**src/rtl/rle_pkg.sv**
```systemverilog
// Shared run-length word format and encoder state definitions.
// The decompression side imports the same field constants.
package rle_pkg;

    localparam int RLE_CNT_W   = 15;
    localparam int RLE_MAX_RUN = 32767;
    localparam int RLE_BIT_POS = 15;
    localparam int RLE_CNT_MSB = 14;
    localparam int RLE_WORD_W  = RLE_BIT_POS + 1;

    typedef enum logic [1:0] {
        ST_IDLE,
        ST_RUN,
        ST_FLUSH,
        ST_DONE
    } rle_state_t;

    function automatic logic [RLE_WORD_W-1:0] pack_word(input logic run_bit,
                                                        input logic [RLE_CNT_W-1:0] run_len);
        logic [RLE_WORD_W-1:0] w;
        w = '0;
        w[RLE_BIT_POS]     = run_bit;
        w[RLE_CNT_MSB:0]   = run_len;
        return w;
    endfunction

endpackage

```
**src/rtl/rle_word_reg.sv**
```systemverilog
// Output holding register for run-length words with valid/ready handshake.
// Reloads in the same cycle as an outgoing handshake, so there is no bubble.
module rle_word_reg
    import rle_pkg::*;
(
    input  logic                  clk,
    input  logic                  rst_n,
    input  logic                  load,
    input  logic [RLE_WORD_W-1:0] load_word,
    input  logic                  out_ready,
    output logic                  out_valid,
    output logic [RLE_WORD_W-1:0] out_word,
    output logic                  can_load,
    output logic                  fire
);

    assign can_load = !out_valid || out_ready;
    assign fire     = out_valid && out_ready;

    // NOTE: sequential state uses non-blocking assignments so every register
    // samples the pre-edge values of its neighbours.
    always_ff @(posedge clk or negedge rst_n) begin
        if (!rst_n) begin
            out_valid <= 1'b0;
            out_word  <= '0;
        end else if (load) begin
            out_valid <= 1'b1;
            out_word  <= load_word;
        end else if (out_ready) begin
            out_valid <= 1'b0;
        end
    end

endmodule

```
**src/rtl/rle_encoder.sv**
```systemverilog
// Binary-pixel run-length encoder producing {run_bit, run_len[14:0]} words.
// Optional feature macro: RLE_WORD_COUNT_EN adds the saturating word_cnt output.
module rle_encoder
    import rle_pkg::*;
#(
    parameter int FRAME_BITS = 16384
)
(
    input  logic                  clk,
    input  logic                  rst_n,
    input  logic                  start,
    input  logic                  in_valid,
    input  logic                  in_bit,
    output logic                  in_ready,
    output logic                  out_valid,
    output logic [RLE_WORD_W-1:0] out_word,
    input  logic                  out_ready,
    output logic                  busy,
    output logic                  done
`ifdef RLE_WORD_COUNT_EN
    ,
    output logic [RLE_CNT_W-1:0]  word_cnt
`endif
);

    localparam int MAX_RUN = RLE_MAX_RUN;
    localparam int PIX_W   = (FRAME_BITS > 1) ? $clog2(FRAME_BITS) : 1;
    localparam logic [PIX_W-1:0] LAST_PIX = PIX_W'(FRAME_BITS - 1);

    rle_state_t           state;
    logic [PIX_W-1:0]     pix_cnt;
    logic                 run_bit;
    logic [RLE_CNT_W-1:0] run_len;
    logic                 accept;
    logic                 extend;
    logic                 load;
    logic                 can_load;
    logic                 fire;

    assign in_ready = (state == ST_RUN) && can_load;
    assign accept   = in_valid && in_ready;

    // NOTE: every always_comb output gets a default first so no latch is inferred.
    always_comb begin
        extend = (in_bit == run_bit) && (run_len < RLE_CNT_W'(MAX_RUN));
        load   = 1'b0;
        case (state)
            ST_RUN:   load = accept && (run_len != '0) && !extend;
            ST_FLUSH: load = can_load;
            default:  load = 1'b0;
        endcase
    end

    rle_word_reg u_word_reg (
        .clk       (clk),
        .rst_n     (rst_n),
        .load      (load),
        .load_word (pack_word(run_bit, run_len)),
        .out_ready (out_ready),
        .out_valid (out_valid),
        .out_word  (out_word),
        .can_load  (can_load),
        .fire      (fire)
    );

    always_ff @(posedge clk or negedge rst_n) begin
        if (!rst_n) begin
            state   <= ST_IDLE;
            pix_cnt <= '0;
            run_bit <= 1'b0;
            run_len <= '0;
            busy    <= 1'b0;
            done    <= 1'b0;
        end else begin
            done <= 1'b0;
            case (state)
                ST_IDLE: begin
                    if (start) begin
                        state   <= ST_RUN;
                        pix_cnt <= '0;
                        run_len <= '0;
                        busy    <= 1'b1;
                    end
                end
                ST_RUN: begin
                    if (accept) begin
                        pix_cnt <= pix_cnt + PIX_W'(1);
                        if (run_len != '0 && extend) begin
                            run_len <= run_len + RLE_CNT_W'(1);
                        end else begin
                            run_bit <= in_bit;
                            run_len <= RLE_CNT_W'(1);
                        end
                        if (pix_cnt == LAST_PIX) state <= ST_FLUSH;
                    end
                end
                ST_FLUSH: begin
                    if (can_load) state <= ST_DONE;
                end
                ST_DONE: begin
                    // out_valid here can only be the final word of the frame.
                    if (fire) begin
                        done  <= 1'b1;
                        busy  <= 1'b0;
                        state <= ST_IDLE;
                    end
                end
                default: state <= ST_IDLE;
            endcase
        end
    end

`ifdef RLE_WORD_COUNT_EN
    always_ff @(posedge clk or negedge rst_n) begin
        if (!rst_n) begin
            word_cnt <= '0;
        end else if (state == ST_IDLE && start) begin
            word_cnt <= '0;
        end else if (fire && word_cnt != RLE_CNT_W'(MAX_RUN)) begin
            word_cnt <= word_cnt + RLE_CNT_W'(1);
        end
    end
`endif

endmodule

```
**config.mk**
```make
export PLATFORM = sky130hd
export DESIGN_NAME = rle_encoder
export DESIGN_NICKNAME = d
export VERILOG_FILES = /design/src/rtl/rle_pkg.sv /design/src/rtl/rle_word_reg.sv /design/src/rtl/rle_encoder.sv
export SDC_FILE = /design/constraint.sdc
export NUM_CORES = 1
export LEC_CHECK = 0
export CORE_MARGIN = 4
export CORE_UTILIZATION = 62
export DETAILED_ROUTE_END_ITERATION = 8
export GPL_ROUTABILITY_DRIVEN = 0
export GPL_TIMING_DRIVEN = 0
export PLACE_DENSITY = 0.85
export SYNTH_ARGS = -nofsm -noshare
export SYNTH_HDL_FRONTEND = slang
export SYNTH_SLANG_ARGS = --single-unit
```
**constraint.sdc**
```tcl
create_clock -name clk -period 6.6 [get_ports clk]
set_clock_uncertainty 0.15 [all_clocks]
set_input_delay 0.99 -clock clk [delete_from_list [all_inputs] [get_ports clk]]
set_output_delay 0.99 -clock clk [all_outputs]
set_load 0.05 [all_outputs]
```
==> results.md <==
* Outcome: complete, no violations
* Post-synthesis async set-or-reset flop share at 100%
* Top delay family on crit path: buffers and inverters
* Met3 WL at 592 um
* Fin. Hold Viols at 0
* RSZ-0062 raised after global routing: no
* CORE AREA at 4720 sq um
* Placed Area at approximately 3400 sq um
* Yosys warns at 0
* Setup ws final at about 2900 ps
* Chip width at roughly 80 um
* PwrDens at about 280 nW/um^2
* Simple-gate area share of the yosys netlist at 24.2%
* CTS tree: done
* Worst-Skew Late Latency at ~310 ps
* WL final at around 7600 um
* Clock network power share at 20.3%
* CP Capture Type: output port
* Synth Area in Compound Gates at 23.2%
* Synth top area cells: dfrtp_1, nand2_1, or4_1, o2111ai_1, o31ai_1
* Sink Count at slightly above 50
* Hold-fix buffers, CTS at 0
* Post-synthesis adder-cell area fraction at under 10%
* Met1 WL at between 3000 and 4000 um
* # diodes at 0
* Placed cells at 422
* Minimum clock period at ~3700 ps
* Sw Pwr at around 0.4 mW
* Crit path kind: input port to output port
* # rows at 25
* Part of the power in registers at 41.0%
* Die ar. at ~6000 sq um
* Synth cell types at 43
* WL per Instance at between 15 and 20 um
* Leakage Power at around 1.4 nW
* DRC at 0
* Comb power frac at 38.7%
* Cell count after synthesis at roughly 330
* # port buffers at 25
* Nets@finish at between 300 and 400
* Yosys top cell by area: dfrtp_1
* Slew @ Worst Pin at roughly 770 ps
* Mean post-synth cell area at ~9.2 sq um
* Largest family of logic cells by synthesized area: simple AND/OR/NAND/NOR gates
* Vias in the first global route at 2668
* Post-synthesis xor/xnor area fraction at less than 1%
* Post-synth EDFFs at 0
* Via Count at approximately 2900
* Commonest non-fill, non-tap cell in the layout: dfrtp_1
* Critical path launch point type: input port
* Setup TNS at 0 ps
* Yosys reg bits at ~50
* Max layer used: met4
* TritonCTS buffer count at 5
* Wire length on met2 at 3670 um
* Starting Density at roughly 64%
* Finished Cell Area at 3490 sq um
* Post-synth top area share at between 40% and 50%
* Cell at the slowest stage of the critical path: clkdlybuf4s50_1
* Post_cts resized at 0
* Layout Cells excl Fill at 430
* Worst Path Required at 5460 ps
* Dpl ws at between 2000 and 3000 ps
* Clock buffer depth at 2
* Most frequent cells in the layout: dfrtp_1, nand2_1, clkdlybuf4s50_1
* Pin count of the biggest net entering global routing at 35
* Tot GR Track Use at 26.6%
* Finish-stage setup viols at 0
* Ports at 26
* P_int at just under 0.6 mW
* Max Cap Viol at 0
* Tot Pwr at 0.972 mW
* Top_reg_cell synth: dfrtp_1
* Syn_nets at around 340
* Peak VDD IR at between 0.15 and 0.2 mV
* Max Freq at around 270 MHz
* Share of cells above drive strength 1 at slightly below 7%
* Iter 0 DRT Violations at between 200 and 300
* Switching Fraction at roughly two fifths
* H-tree levels at 2
* Post-DP HPWL at around 5400 um
* Overflow after GRT at 0
* Die extent in y at ~80 um
* Layout area overhead at 14.8%
* First-pass GRT wire length at 12900 um
* Synth Cell Area at 3040 sq um
* Crit-path cells: clkdlybuf4s50_1, nor2b_1, nor2_1, clkdlybuf4s50_1
* Final Max Tran Viols at 0
* Root Driver: clkbuf_8
* Detail Route Antenna Nets at 0
* Worst Hold Class: register to register
* Pre-antenna DRT Iters at 5
* Tcrit/Tclk final at 56.3%
* Clock transition at path regs at roughly 90 ps
* Worst-path maximum fanout at 5
* CP Buf/Inv Count at 2
* Sequential element share of the synthesized area at between 40% and 50%
* CP arrival at ~2600 ps
* Setup bufs post-CTS at 0
* Multiplexer share of the synthesized area at under 10%
* CP most frequent cell: clkdlybuf4s50_1
* Via/cell ratio at around 6.7
* Largest stage delay on the critical path at 710 ps
* Slew headroom at between 40 and 50%
* Initial antenna violation count at 0
## power by group through the flow
stage               combinational [mW]  clock (mW)  sequential, mW
finish                           0.376       0.198           0.399
global route                     0.406       0.215           0.408
CTS                              0.371       0.203           0.397
detailed placement               0.367           0           0.403
global placement                 0.359           0           0.401
floorplan                        0.191           0           0.463
## routing by layer
metal / up-vias / GRT usage [%]
met5: - / 0
met4: 0 / 10.1
met3: 20 / 4.70
met2: 128 / 43.6
met1: 1391 / 35.2
li1: 1339 / -
## final timing paths
kind                                 start                       to  slack, ps  cells past startpoint
max in group asynchronous            rst_n                 state[1]       5320                      2
worst max register to register    state[0]               pix_cnt[8]       3910                      8
worst min-delay path            pix_cnt[0]               pix_cnt[0]        390                      1
min in group asynchronous            rst_n  u_word_reg.out_word[11]        450                      1
worst min register to register  pix_cnt[0]               pix_cnt[0]        390                      1
worst max-delay path             out_ready                 in_ready       2880                      4
## cell usage after synthesis (all sizes together), types with 3 or more instances
cell and instances:
dfrtp 51, a22oi 8, nand3 14, or4 19
nand2 42, clkbuf 20, and4 7, a21oi 14
nor4 4, and2 6, o21ai 5, o211ai 16
inv 11, or3 3, nor2b 5, ha 7
o22ai 3, buf 10, a31oi 6, o2111ai 16
o31ai 18, nor2 6, and3 6, nand4 9
## flip-flops by register name (all words and copies together) (netlist names)
| name | cells |
|---|---|
| u_word_reg.out_valid | 1 |
| pix_cnt | 14 |
| busy | 1 |
| u_word_reg.out_word | 16 |
| run_len | 15 |
| state | 2 |
| done | 1 |
| run_bit | 1 |
## area by class of cell
cell class	instances	area [sq um]
Clock buffer	8	100
Buffer	30	143
Timing Repair Buffer	26	265
Fill cell	347	1230
Sequential cell	51	1280
Multi-Input combinational cell	237	1580
Inverter	11	41.3
Tap cell	67	83.8
## worst reg2reg max path, cell delays in order, from the launching register on
cell and delay [ps]:
dfrtp_1 390, inv_1 90, ha_1 270, nor2b_1 170
a31oi_1 420, clkbuf_1 400, clkbuf_1 420, o31ai_1 150
a21oi_1 160
## cells by family (layout without fill, tap and decap cells)
| family | after synthesis | after routing |
|---|---|---|
| muxes | 4 | 4 |
| DFF | 51 | 51 |
| adders and majority gates | 7 | 7 |
| buffers and inverters | 41 | 75 |
| AOI/OAI and AO/OA | 97 | 97 |
| xor gates and xnor gates | 1 | 1 |
| and+or+nand+nor | 128 | 128 |
## through the flow
step	util, %	hold slack, ps
3_5_place_dp	71.8	376
5_1_grt	73.9	429
2_1_floorplan	-	330
3_3_place_gp	71.5	366
6_report	73.9	390
4_1_cts	73.9	397
Power figures use the tool's default switching activity.
